--- config.mk ---
export PLATFORM = sky130hd
export DESIGN_NAME = hazard_stall_ctrl
export DESIGN_NICKNAME = d
export VERILOG_FILES = /design/src/rtl/hazard_stall_ctrl_pkg.sv /design/src/rtl/hazard_stall_ctrl_sat_counter.sv /design/src/rtl/hazard_stall_ctrl.sv
export SDC_FILE = /design/constraint.sdc
export NUM_CORES = 1
export LEC_CHECK = 0
export ABC_AREA = 1
export BUFFER_PORTS_ARGS = -buffer_cell sky130_fd_sc_hd__buf_2
export CORE_UTILIZATION = 25
export DETAILED_ROUTE_END_ITERATION = 8
export PLACE_DENSITY_LB_ADDON = 0.12
export SYNTH_ARGS = -nofsm -noshare
export SYNTH_HDL_FRONTEND = slang
export SYNTH_HIERARCHICAL = 1
export SYNTH_SLANG_ARGS = --single-unit
--- constraint.sdc ---
create_clock -name clk -period 4.05 [get_ports clk]
set_input_delay 0 -clock clk [delete_from_list [all_inputs] [get_ports clk]]
set_output_delay 0 -clock clk [all_outputs]
set_load 0.02 [all_outputs]
--- src/rtl/hazard_stall_ctrl_pkg.sv ---
// Shared pipeline definitions for the ID->EX hazard/stall controller.
package hazard_stall_ctrl_pkg;

    localparam int unsigned REG_IDX_W = 5;
    localparam int unsigned REM_W     = 4;

    typedef enum logic [1:0] {
        IDLE  = 2'd0,
        STALL = 2'd1,
        FLUSH = 2'd2
    } state_e;

endpackage

--- src/rtl/hazard_stall_ctrl_sat_counter.sv ---
// Saturating up-counter with synchronous clear and asynchronous active-low reset.
module sat_counter #(
    parameter int unsigned W = 16
) (
    input  logic         clk,
    input  logic         rst,
    input  logic         clr,
    input  logic         inc,
    output logic [W-1:0] count
);

    logic [W-1:0] count_q;
    logic [W-1:0] count_d;

    // Clear wins over increment; an all-ones count holds instead of wrapping.
    always_comb begin
        count_d = count_q;
        if (clr) begin
            count_d = '0;
        end else if (inc && (count_q != '1)) begin
            count_d = count_q + 1'b1;
        end
    end

    always_ff @(posedge clk or negedge rst) begin
        if (!rst) begin
            count_q <= '0;
        end else begin
            count_q <= count_d;
        end
    end

    assign count = count_q;

endmodule

--- src/rtl/hazard_stall_ctrl.sv ---
// ID->EX control: load-use stall sequencing, taken-branch flush sequencing,
// and saturating stall/flush performance counters.
module hazard_stall_ctrl
    import hazard_stall_ctrl_pkg::*;
#(
    parameter int unsigned LOAD_STALL_CYCLES = 1,
    parameter int unsigned FLUSH_CYCLES      = 1,
    parameter int unsigned CNT_W             = 16
) (
    input  logic                 clk,
    input  logic                 rst,
    input  logic                 id_valid,
    input  logic [REG_IDX_W-1:0] id_src1,
    input  logic [REG_IDX_W-1:0] id_src2,
    input  logic                 id_two_src,
    input  logic [REG_IDX_W-1:0] exe_dest,
    input  logic                 exe_mem_r_en,
    input  logic                 exe_br_taken,
    input  logic                 perf_clr,
    output logic                 freeze_if_id,
    output logic                 bubble_id_ex,
    output logic                 flush_if_id,
    output logic [CNT_W-1:0]     stall_count,
    output logic [CNT_W-1:0]     flush_count
);

    if ((LOAD_STALL_CYCLES < 1) || (LOAD_STALL_CYCLES > 15)) begin : g_bad_lsc
        $error("hazard_stall_ctrl: LOAD_STALL_CYCLES must be in 1..15");
    end
    if ((FLUSH_CYCLES < 1) || (FLUSH_CYCLES > 15)) begin : g_bad_fc
        $error("hazard_stall_ctrl: FLUSH_CYCLES must be in 1..15");
    end
    if (CNT_W < 1) begin : g_bad_cnt
        $error("hazard_stall_ctrl: CNT_W must be at least 1");
    end

    localparam logic [REM_W-1:0] STALL_RELOAD = REM_W'(LOAD_STALL_CYCLES - 1);
    localparam logic [REM_W-1:0] FLUSH_RELOAD = REM_W'(FLUSH_CYCLES - 1);
    localparam logic [REM_W-1:0] REM_LAST     = REM_W'(1);

    state_e           state_q, state_d;
    logic [REM_W-1:0] rem_q, rem_d;
    logic             hz;
    logic             freeze_c, bubble_c, flush_c;

    assign hz = id_valid & exe_mem_r_en &
                ((exe_dest == id_src1) | (id_two_src & (exe_dest == id_src2)));

    // A taken branch behaves identically in every state, so it is decoded
    // ahead of the state case; this also covers the restart during FLUSH.
    always_comb begin
        state_d  = state_q;
        rem_d    = rem_q;
        freeze_c = 1'b0;
        bubble_c = 1'b0;
        flush_c  = 1'b0;
        if (exe_br_taken) begin
            flush_c  = 1'b1;
            bubble_c = 1'b1;
            if (FLUSH_CYCLES > 1) begin
                state_d = FLUSH;
                rem_d   = FLUSH_RELOAD;
            end else begin
                state_d = IDLE;
                rem_d   = '0;
            end
        end else begin
            case (state_q)
                STALL: begin
                    freeze_c = 1'b1;
                    bubble_c = 1'b1;
                    rem_d    = rem_q - 1'b1;
                    if (rem_q == REM_LAST) begin
                        state_d = IDLE;
                    end
                end
                FLUSH: begin
                    flush_c  = 1'b1;
                    bubble_c = 1'b1;
                    rem_d    = rem_q - 1'b1;
                    if (rem_q == REM_LAST) begin
                        state_d = IDLE;
                    end
                end
                default: begin
                    if (hz) begin
                        freeze_c = 1'b1;
                        bubble_c = 1'b1;
                        if (LOAD_STALL_CYCLES > 1) begin
                            state_d = STALL;
                            rem_d   = STALL_RELOAD;
                        end
                    end
                end
            endcase
        end
    end

    always_ff @(posedge clk or negedge rst) begin
        if (!rst) begin
            state_q <= IDLE;
            rem_q   <= '0;
        end else begin
            state_q <= state_d;
            rem_q   <= rem_d;
        end
    end

    // While reset is held the ID->EX register is bubbled and IF/ID flushed.
    assign freeze_if_id = rst & freeze_c;
    assign bubble_id_ex = ~rst | bubble_c;
    assign flush_if_id  = ~rst | flush_c;

    sat_counter #(.W(CNT_W)) u_stall_cnt (
        .clk   (clk),
        .rst   (rst),
        .clr   (perf_clr),
        .inc   (freeze_if_id),
        .count (stall_count)
    );

    sat_counter #(.W(CNT_W)) u_flush_cnt (
        .clk   (clk),
        .rst   (rst),
        .clr   (perf_clr),
        .inc   (flush_if_id),
        .count (flush_count)
    );

endmodule

==> results of run 1 <==
## flip-flops by register name, summed over array words and instances (netlist names)
| signal | cells |
|---|---|
| u_stall_cnt/count | 16 |
| u_flush_cnt/count | 16 |
## critical path, cell delays in order
cell and delay (ps):
dlygate4sd3_1 510, buf_2 100, buf_4 400, inv_1 80
nor2_1 130, inv_1 120, nor2_2 230, inv_1 60
nor2_1 760, nand4_1 160, nand2_1 110
## power by group
part | switching (mW) | internal, mW
registers | 0.00324 | 0.322
clock network | 0.127 | 0.136
logic | 0.0473 | 0.0235
total | 0.177 | 0.481
## placed cells by master (no fill, tap or decap)
| master | count |
|---|---|
| clkinv_2 | 2 |
| nand2_2 | 5 |
| xor2_1 | 6 |
| buf_4 | 1 |
| a21oi_1 | 2 |
| o21ai_4 | 2 |
| nand2_1 | 139 |
| or2_2 | 2 |
| nor2_1 | 34 |
| inv_4 | 2 |
| nor2_2 | 2 |
| nor3_1 | 2 |
| nand4_1 | 18 |
| dlygate4sd3_1 | 1 |
| o21ai_0 | 8 |
| dfrtp_1 | 32 |
| nor2_4 | 4 |
| ha_1 | 2 |
| inv_2 | 3 |
| nand3_1 | 26 |
| buf_2 | 56 |
| o21bai_1 | 4 |
| clkbuf_8 | 6 |
| xnor2_1 | 5 |
| inv_1 | 37 |
| nand2_4 | 4 |
## cell type report
type                    count  area, um2  area share (%)
multi-input cells         265       1280            46.3
repair buffers             58        298            10.7
inverters                  42        163            5.87
clock inverters             2       10.0           0.361
well taps                 108        135            4.88
flip-flops and latches     32        801            28.9
clock buffers               6       82.6            2.98
## Yosys cell counts
library cell  instances  area, um2
dfrtp_1              32        801
nand2_4               4       45.0
nor2_4                4       45.0
o21bai_1              4       30.0
buf_2                 2       10.0
a21oi_1               2       10.0
xor2_1                6       52.6
o21ai_4               2       32.5
nand2_1             139        522
xnor2_1               5       43.8
inv_4                 2       12.5
inv_1                37        139
nand3_1              26        130
ha_1                  2       25.0
nand2_2               5       31.3
nor2_2                2       12.5
nor3_1                2       10.0
or2_2                 2       12.5
nand4_1              18        113
buf_12                2       40.0
nor2_1               34        128
buf_1                 2       7.51
inv_2                 3       11.3
o21ai_0               8       40.0
## timing repair
item,4_1_cts,5_1_grt
hold buffers,1,0
endpoints found under the setup margin,0,0
hold endpoints to repair,32,0
## cell families (layout without fill, tap and decap cells)
group | count (synthesis) | count (layout)
flops | 32 | 32
compound gates | 16 | 16
fa+ha+maj | 2 | 2
buf+inv | 48 | 108
xor+xnor | 11 | 11
simple gates | 236 | 236
## per-stage QoR
| stage | power, mW | std cells | utilization, % | worst slack, ps | hold slack, ps |
|---|---|---|---|---|---|
| global placement | 0.403 | 504 | 30.3 | 1850 | 79.8 |
| CTS | 0.673 | 513 | 31.5 | 1550 | 71.8 |
| global route | 0.697 | 513 | 31.5 | 1240 | 100 |
| detailed placement | 0.403 | 504 | 30.3 | 1800 | 85.3 |
| finish | 0.658 | 513 | 31.5 | 1600 | 76.1 |
| floorplan | 0.373 | 345 | - | 2440 | -296 |
## path summary, 6_finish.rpt
kind | startpoint | to | slack, ps | cells past startpoint
max | rst | u_stall_cnt/count[7] | 1600 | 11
min | perf_clr | u_stall_cnt/count[4] | 80 | 4
max reg2reg | u_stall_cnt/count[0] | u_stall_cnt/count[7] | 1990 | 8
min reg2reg | u_stall_cnt/count[9] | u_stall_cnt/count[9] | 550 | 2
max in group asynchronous | rst | u_flush_cnt/count[0] | 3430 | 3
min in group asynchronous | rst | u_stall_cnt/count[9] | 290 | 3
## metal layers
metal / global-route usage, % / part of all wire [%]
met5: 0 / 0
met4: 2.80 / 0.48
met3: 2.79 / 3.9
met2: 23.4 / 48
met1: 17.6 / 48
==> impl_results.md, run 1 <==
- CP arrival: 2670 ps
- Synth warn: 6
- Initial DRC Count: 74
- XOR/XNOR share of the synthesized area: 4.18%
- Mapped cell area: 0.00230 mm2
- DRT antenna net count: 0
- # DRC: 3
- Worst-path clk slew: 70 ps
- # nets final: 428
- Post-Synthesis Net Count: 369
- Longest Clk Path Bufs: 2
- Final Slew Violations: 0
- Fmax: 408 MHz
- Num CTS Buffers: 5
- CTS root buf: clkbuf_8
- Final Setup Violations: 0
- Rel. slew slack: around a third
- P&R area growth vs syn: 20.3%
- First-pass GRT wire length: 10500 um
- Placed cell areas: approximately 0.0027 mm2
- Clk Latency, worst-skew pair: ~280 ps
- Port bufs: 56
- DR vias/cell: approximately 4.3
- Yosys reg bits: 32
- I/O Pins: 57
- Synth Instances: roughly 350
- Die Span X: 98.0 um
- Worst-path maximum fanout: 33
- Resize count post-CTS: 0
- Share of cells above drive strength 1: ~22%
- Initial core utilization: 26.2%
- Number of post-CTS setup repair buffers: 0
- Status: complete, but fails checks
- CTS tree: built
- Largest net degree at the start of global routing: 34
- Pwr/cell area: 238 mW/mm2
- Combinational family with the most area after synthesis: simple AND/OR/NAND/NOR gates
- Number of global-route vias before repair: 2122
- Multiplexer share of the synthesized area: 0%
- Final hold vios: 0
- Setup CP Type: primary input to flip-flop
- Worst-Margin Slew: 989 ps
- Number of max-cap violations: 0
- Routed WL: 6290 um
- Tot GR Track Use: 13.6%
- Compound-gate portion of the synthesized area: just under 5%
- Clk sink count: 32
- Worst hold path type: primary input to flip-flop
- Post-route clock period utilization: 60.5%
- Via count: between 2000 and 2500
- DP HPWL: 4560 um
- Pre-Repair DR Iteration Count: 6
- Average size of a mapped cell: 6.68 um2
- Full die area: 0.00960 mm2
- Final Cell Area: 0.00277 mm2
- LEAKAGE: 1.53 nW
- Die Y: 98.0 um
- Clock skew: 3.90 ps
- Setup crit start kind: primary input
- Initial antenna violation count: 0
- CTS H-tree depth: 2
- CP Data Required Time: 4270 ps
- Core outline area: slightly below 0.009 mm2
- Fin crit period: roughly 2500 ps
- ANT cells: 0
- Sequential share of the synthesized area: 34.8%
- Yosys cell types: 24
- Setup TNS: 0 ps
- Failing checks: design-rule violations
- Synthesized-area fraction occupied by adder cells: 1.09%
- Crit end category: flip-flop
- Site Rows: 34
- Placer congestion estimate: 0.782
- Fillers: 1018
- RSZ-0062 raised after global routing: no
- Wirelength per Cell: 12.3 um
- Worst vdd ir: 109 uV
- GRT overflow: 0
- Simple-gate share of the synthesized area: 45.5%
(Power assumes the default switching activity.)
==> run 2, diff against run 1 <==
- clock period: 4.05 -> 2.5 ns (I/O delays scaled with it)
==> run 2 against run 1 <==
Worst setup slack got worse by 1200 ps. Critical path type unchanged. Worst hold slack worse by 12 ps. Highest routed layer unchanged. Combinational power increased by 61%. Cell area did not move. Sequential power increased by 62%. Largest power group unchanged. The flow still finishes with violations (design-rule violations).
==> impl_results.md, run 2 (synthesis gave the netlist of run 1 again) <==
- Longest Clk Path Bufs: 2 (unchanged)
- Setup crit start kind: primary input (unchanged)
- Die Y: 98.0 um (unchanged)
- Number of global-route vias before repair: 2191 (was 2122)
- Fillers: 980 (was 1018)
- Num CTS Buffers: 5 (unchanged)
- Total Power: 1.08 mW (was 0.658 mW)
- CTS H-tree depth: 2 (unchanged)
- Clk Latency, worst-skew pair: 290 ps (was 280 ps)
- Setup CP Type: primary input to flip-flop (unchanged)
- Clk sink count: 32 (unchanged)
- Post-Place Setup Slack: 445 ps (was 1800 ps)
- Largest delay contributor family on the critical path: simple AND/OR/NAND/NOR gates (unchanged)
- ANT cells: 0 (unchanged)
- Final worst slack: 437 ps (was 1600 ps)
- Most frequent cells in the layout: nand2_1 (139), buf_2 (56), inv_1 (37) (unchanged)
- Multi-input logic area: 0.00128 mm2 (unchanged)
- Slowest cell on crit path: nor2_1 (unchanged)
- Clock skew: 9.11 ps (was 3.90 ps)
- Final hold vios: 0 (unchanged)
- DR vias/cell: 4.43 (was 4.35)
- DRT antenna net count: 0 (unchanged)
- I/O Pins: 57 (unchanged)
- Number of max-cap violations: 0 (unchanged)
- Initial antenna violation count: 0 (unchanged)
- Port bufs: 56 (unchanged)
- Status: complete, but fails checks (unchanged)
- CTS root buf: clkbuf_8 (unchanged)
- Full die area: 0.00960 mm2 (unchanged)
- Wirelength per Cell: 12.2 um (was 12.3 um)
- Via count: 2274 (was 2231)
- Worst-path clk slew: 80 ps (was 70 ps)
- Number of post-CTS setup repair buffers: 0 (unchanged)
- Failing checks: design-rule violations (unchanged)
- Initial core utilization: 26.2% (unchanged)
- Final core utilization: 31.5% (unchanged)
- # DRC: 3 (unchanged)
- Slowest stage delay, CP: 750 ps (was 760 ps)
- GRT overflow: 0 (unchanged)
- Post-route clock period utilization: between 80% and 90%
- P&R area growth vs syn: 20.3% (unchanged)
- Routed WL: 6250 um (was 6290 um)
- Fin crit period: about 2100 ps
- Crit-path cells: dlygate4sd3_1 > buf_2 > inv_1 > nor2_1 > inv_1 > nor2_2 > inv_1 > nor2_1 > nand4_1 > nand2_1 (was dlygate4sd3_1 > buf_2 > buf_4 > inv_1 > nor2_1 > inv_1 > nor2_2 > inv_1 > nor2_1 > nand4_1 > nand2_1)
- Crit path top cell by count: inv_1 (unchanged)
- CP Data Required Time: 2730 ps (was 4270 ps)
- Largest net degree at the start of global routing: 33 (was 34)
- Final Slew Violations: 0 (unchanged)
- Final Setup Violations: 0 (unchanged)
- Placer congestion estimate: 0.753 (was 0.782)
- Crit end category: flip-flop (unchanged)
- Fmax: 485 MHz
- Register area: 801 um2 (unchanged)
- # nets final: 428 (unchanged)
- Worst vdd ir: 124 uV (was 109 uV)
- First-pass GRT wire length: 10600 um (was 10500 um)
- CTS tree: built (unchanged)
- Pre-Repair DR Iteration Count: 6 (unchanged)
- Most common cell after layout, fill and taps aside: nand2_1 (unchanged)
- Initial DRC Count: 76 (was 74)
- Resize count post-CTS: 0 (unchanged)
- DP HPWL: 4580 um (was 4560 um)
- CP arrival: 2290 ps (was 2670 ps)
- Setup TNS: 0 ps (unchanged)
- LEAKAGE: 1.53 nW (unchanged)
- Crit path buf inv count: 5 (was 6)
- Core outline area: 0.00881 mm2 (unchanged)
- Site Rows: 34 (unchanged)
- Worst-Margin Slew: 978 ps (was 989 ps)
- Share of cells above drive strength 1: 22.0% (unchanged)
- Die Span X: 98.0 um (unchanged)
- Pwr/cell area: 389 mW/mm2 (was 238 mW/mm2)
- Post-CTS Hold Fix Bufs: 1 (unchanged)
- Worst hold path type: primary input to flip-flop (unchanged)
- Tot GR Track Use: 13.9% (was 13.6%)
- RSZ-0062 raised after global routing: no (unchanged)
- Rel. slew slack: 34.5% (was 33.8%)
- Worst-path maximum fanout: 13 (was 33)
-- run 2: cell counts in the layout (fill, tap and decap cells not counted) --
Identical to the previous run, type by type.
-- run 2: final cells by class --
class	count	share of cell area (%)
multi-input cells	265	46.3
flip-flops and latches	32	28.9
repair buffers	58	10.7
inverters	42	5.87
well taps	108	4.88
clock buffers	6	2.98
clock inverters	2	0.361
-- run 2: metal layers --
metal  GRT usage (%)  vias up  part of all wire, %
li1                -     1199                    -
met1            18.4     1026                   47
met2            23.0       42                   48
met3            2.29        7                  4.1
met4            4.31        0                  1.3
met5               0        -                    0
-- run 2: path summary, 6_finish.rpt --
| path | from | slack [ps] | cells after the start | to |
|---|---|---|---|---|
| max in group asynchronous | rst | 1890 | 3 | u_flush_cnt/count[0] |
| min | perf_clr | 60 | 4 | u_stall_cnt/count[4] |
| max reg2reg | u_stall_cnt/count[1] | 460 | 8 | u_stall_cnt/count[9] |
| min reg2reg | u_flush_cnt/count[1] | 550 | 2 | u_flush_cnt/count[1] |
| max | rst | 440 | 10 | u_stall_cnt/count[9] |
| min in group asynchronous | rst | 280 | 3 | u_stall_cnt/count[10] |
-- run 2: stage by stage --
stage	cell area, um2	cells	hold WS, ps
3_3_place_gp	2670	504	99.7
6_report	2770	513	64.1
2_1_floorplan	2300	345	-296
4_1_cts	2770	513	52.2
3_5_place_dp	2670	504	87.4
5_1_grt	2770	513	99.6
-- run 2: where the power goes --
part	switching (mW)	internal [mW]	leakage, nW
clock network	0.218	0.220	0.0510
registers	0.00528	0.521	0.445
logic	0.0757	0.0380	1.03
total	0.299	0.780	1.53
-- run 2: worst min-delay path, stage by stage --
cell and delay (ps):
buf_2 150, nor2_1 60, nand2_1 50, nand2_1 40
==> run 3, diff against run 2 <==
- ABC_AREA: 1 -> 0
- clock period: 2.5 -> 2 ns (I/O delays scaled with it)
==> run 3 against run 2 <==
The run now ends clean. Worst setup slack got worse by 310 ps. Register-to-register slack got worse by 330 ps. Cell area is 2.6% lower. Non-clock buffer count grew 21. Sequential share of layout area increased by 0.78 points. Via count shrank 13%. Combinational power is 18% higher. Core utilization grew 3.3 points. Synthesized cell count decreased by 38%. Critical path depth shrank 5. Global-route usage grew 0.73 points. Sequential power grew 24%. Critical endpoint is now u_flush_cnt/count[15]. Largest cell class unchanged.
==> impl_results.md, run 3 <==
- Status: completed (was complete, but fails checks)
- Most common cell after layout, fill and taps aside: buf_2 (was nand2_1)
- Average size of a mapped cell: 9.44 um2 (was 6.68 um2)
- Post-Synthesis Net Count: 238 (was 369)
- Top-area cell type share of the netlist area: 39.6% (was 34.8%)
- Rel. slew slack: 57.0% (was 34.5%)
- Longest Clk Path Bufs: 2 (unchanged)
- Routed WL: 5710 um (was 6250 um)
- Synth top area cells: dfrtp_1 (40%), a21oi_1 (5.4%), o31ai_1 (5.2%) (was dfrtp_1 (35%), nand2_1 (23%), inv_1 (6.0%))
- # nets final: 314 (was 428)
- Full die area: 0.00845 mm2 (was 0.00960 mm2)
- Post-synth EDFFs: 0 (unchanged)
- Total Power: 1.50 mW (was 1.08 mW)
- Cell taking the most area after synthesis: dfrtp_1 (unchanged)
- First-pass GRT wire length: 9860 um (was 10600 um)
- Initial antenna violation count: 0 (unchanged)
- Fillers: 832 (was 980)
- RSZ-0062 raised after global routing: no (unchanged)
- Final hold vios: 0 (unchanged)
- Setup crit start kind: flip-flop (was primary input)
- Asr flop ratio synth: 100% (unchanged)
- Fmax: 535 MHz
- Sequential share of the synthesized area: 39.6% (was 34.8%)
- LEAKAGE: 1.22 nW (was 1.53 nW)
- Tot GR Track Use: 14.6% (was 13.9%)
- Setup TNS: 0 ps (unchanged)
- Core outline area: 0.00777 mm2 (was 0.00881 mm2)
- Worst-Margin Slew: 645 ps (was 978 ps)
- Top Layer Used: met4 (unchanged)
- # DRC: 0 (was 3)
- Pwr/cell area: 556 mW/mm2 (was 389 mW/mm2)
- XOR/XNOR share of the synthesized area: 4.33% (was 4.18%)
- Share of cells above drive strength 1: 36.4% (was 22.0%)
- Count leader, synth: dfrtp_1 (was nand2_1)
- Yosys cell types: 31 (was 24)
- Wirelength per Cell: 14.5 um (was 12.2 um)
- Site Rows: 32 (was 34)
- Metal2 WL: 2620 um (was 2980 um)
- Compound-gate portion of the synthesized area: 15.5% (was 4.89%)
- Post-route clock period utilization: 93.5%
- I/O Pins: 57 (unchanged)
- DR vias/cell: 5.06 (was 4.43)
- Most frequent cells in the layout: buf_2 (56), dfrtp_1 (32), a21oi_1 (22) (was nand2_1 (139), buf_2 (56), inv_1 (37))
- Number of max-cap violations: 0 (unchanged)
- Top cells by count, synth: dfrtp_1 (32), a21oi_1 (22), nand4_1 (15) (was nand2_1 (139), inv_1 (37), nor2_1 (34))
- Final Setup Violations: 0 (unchanged)
- M1 WL: 2780 um (was 2940 um)
- Setup CP Type: flip-flop to flip-flop (was primary input to flip-flop)
- Worst-path maximum fanout: 7 (was 13)
- Largest net degree at the start of global routing: 34 (was 33)
- CTS tree: built (unchanged)
- Num CTS Buffers: 5 (unchanged)
- GRT overflow: 0 (unchanged)
- Placer congestion estimate: 0.750 (was 0.753)
- Worst hold slack: 256 ps (was 64.1 ps)
- Simple-gate share of the synthesized area: 31.1% (was 45.5%)
- Port bufs: 56 (unchanged)
- Initial DRC Count: 103 (was 76)
- Crit end category: flip-flop (unchanged)
- Via count: 1988 (was 2274)
- Multiplexer share of the synthesized area: 4.46% (was 0%)
- DRT antenna net count: 0 (unchanged)
- ANT cells: 0 (unchanged)
- Clk sink count: 32 (unchanged)
- Ys flop type: dfrtp_1 (unchanged)
- Met3 Wirelength: 247 um (was 253 um)
- Synth Instances: 214 (was 345)
- Die Y: 91.9 um (was 98.0 um)
- DP HPWL: 4040 um (was 4580 um)
- Fin crit period: approximately 1900 ps
- Synthesized-area fraction occupied by adder cells: 1.24% (was 1.09%)
- CTS H-tree depth: 2 (unchanged)
- P&R area growth vs syn: 33.6% (was 20.3%)
- Initial core utilization: 26.0% (was 26.2%)
- Number of global-route vias before repair: 1935 (was 2191)
- Die Span X: 91.9 um (was 98.0 um)
- Yosys reg bits: 32 (unchanged)
- Worst-path clk slew: 80 ps (about the same)
- Combinational family with the most area after synthesis: simple AND/OR/NAND/NOR gates (unchanged)
- Worst vdd ir: 278 uV (was 124 uV)
- Mapped cell area: 0.00202 mm2 (was 0.00230 mm2)
- CP arrival: 2040 ps (was 2290 ps)
- CTS root buf: clkbuf_8 (unchanged)
- Pre-Repair DR Iteration Count: 4 (was 6)
- CP Data Required Time: 2170 ps (was 2730 ps)
- Worst hold path type: primary input to flip-flop (unchanged)
- Final Slew Violations: 0 (unchanged)
- Clock skew: 5.42 ps (was 9.11 ps)
- Synth warn: 6 (unchanged)
- Clk Latency, worst-skew pair: 290 ps (about the same)
run 3: path summary, 6_finish.rpt:
check | startpoint | to | slack (ps) | cells past startpoint
max reg2reg | u_flush_cnt/count[1] | u_flush_cnt/count[15] | 130 | 5
min | perf_clr | u_stall_cnt/count[10] | 260 | 2
max | u_flush_cnt/count[1] | u_flush_cnt/count[15] | 130 | 5
min reg2reg | u_stall_cnt/count[2] | u_stall_cnt/count[2] | 570 | 2
max in group asynchronous | rst | u_stall_cnt/count[6] | 1370 | 3
min in group asynchronous | rst | u_stall_cnt/count[3] | 310 | 3
run 3: cell type report:
class | count | area, um2 | share of cell area (%)
clock inverter | 1 | 30.0 | 1.11
inverter | 6 | 22.5 | 0.834
tap | 102 | 128 | 4.73
clock buffer | 7 | 96.3 | 3.57
sequential | 32 | 801 | 29.7
multi-input combinational | 166 | 1150 | 42.6
timing repair buffer | 79 | 472 | 17.5
run 3: worst max-delay path: stages, from the launching register on:
cell and delay (ps):
dfrtp_1 360, ha_1 240, nand4_2 160, nor4_4 530
nor4_1 140, mux2_1 320
run 3: metal layers:
metal  up-vias  track usage (%)
met2        53             22.9
met3         6             2.99
met1       948             20.2
li1        981                -
met4         0             4.17
met5         -                0
run 3: power by group:
part	internal (mW)	switching [mW]
logic	0.0562	0.0780
clock network	0.440	0.273
registers	0.651	0.00329
total	1.15	0.354
run 3: through the flow:
step	instances	cell area [um2]	util [%]	worst slack [ps]
detailed placement	383	2550	32.8	66.1
finish	393	2700	34.7	130
CTS	392	2690	34.6	41.4
floorplan	214	2020	-	117
global route	393	2700	34.7	6.72
global placement	383	2550	32.8	46.4
run 3: kinds of logic after synthesis:
kind of cell | Yosys count
mux | 8
compound gates | 49
buf+inv | 16
fa+ha+maj | 2
simple gates | 97
flops | 32
xor+xnor | 10
run 3: what timing repair did:
action	4_1_cts	5_1_grt
hold buffers	1	0
endpoints found under the hold margin	32	0
setup buffers	0	1
endpoints found under the setup margin	0	5
gates resized for setup	0	2
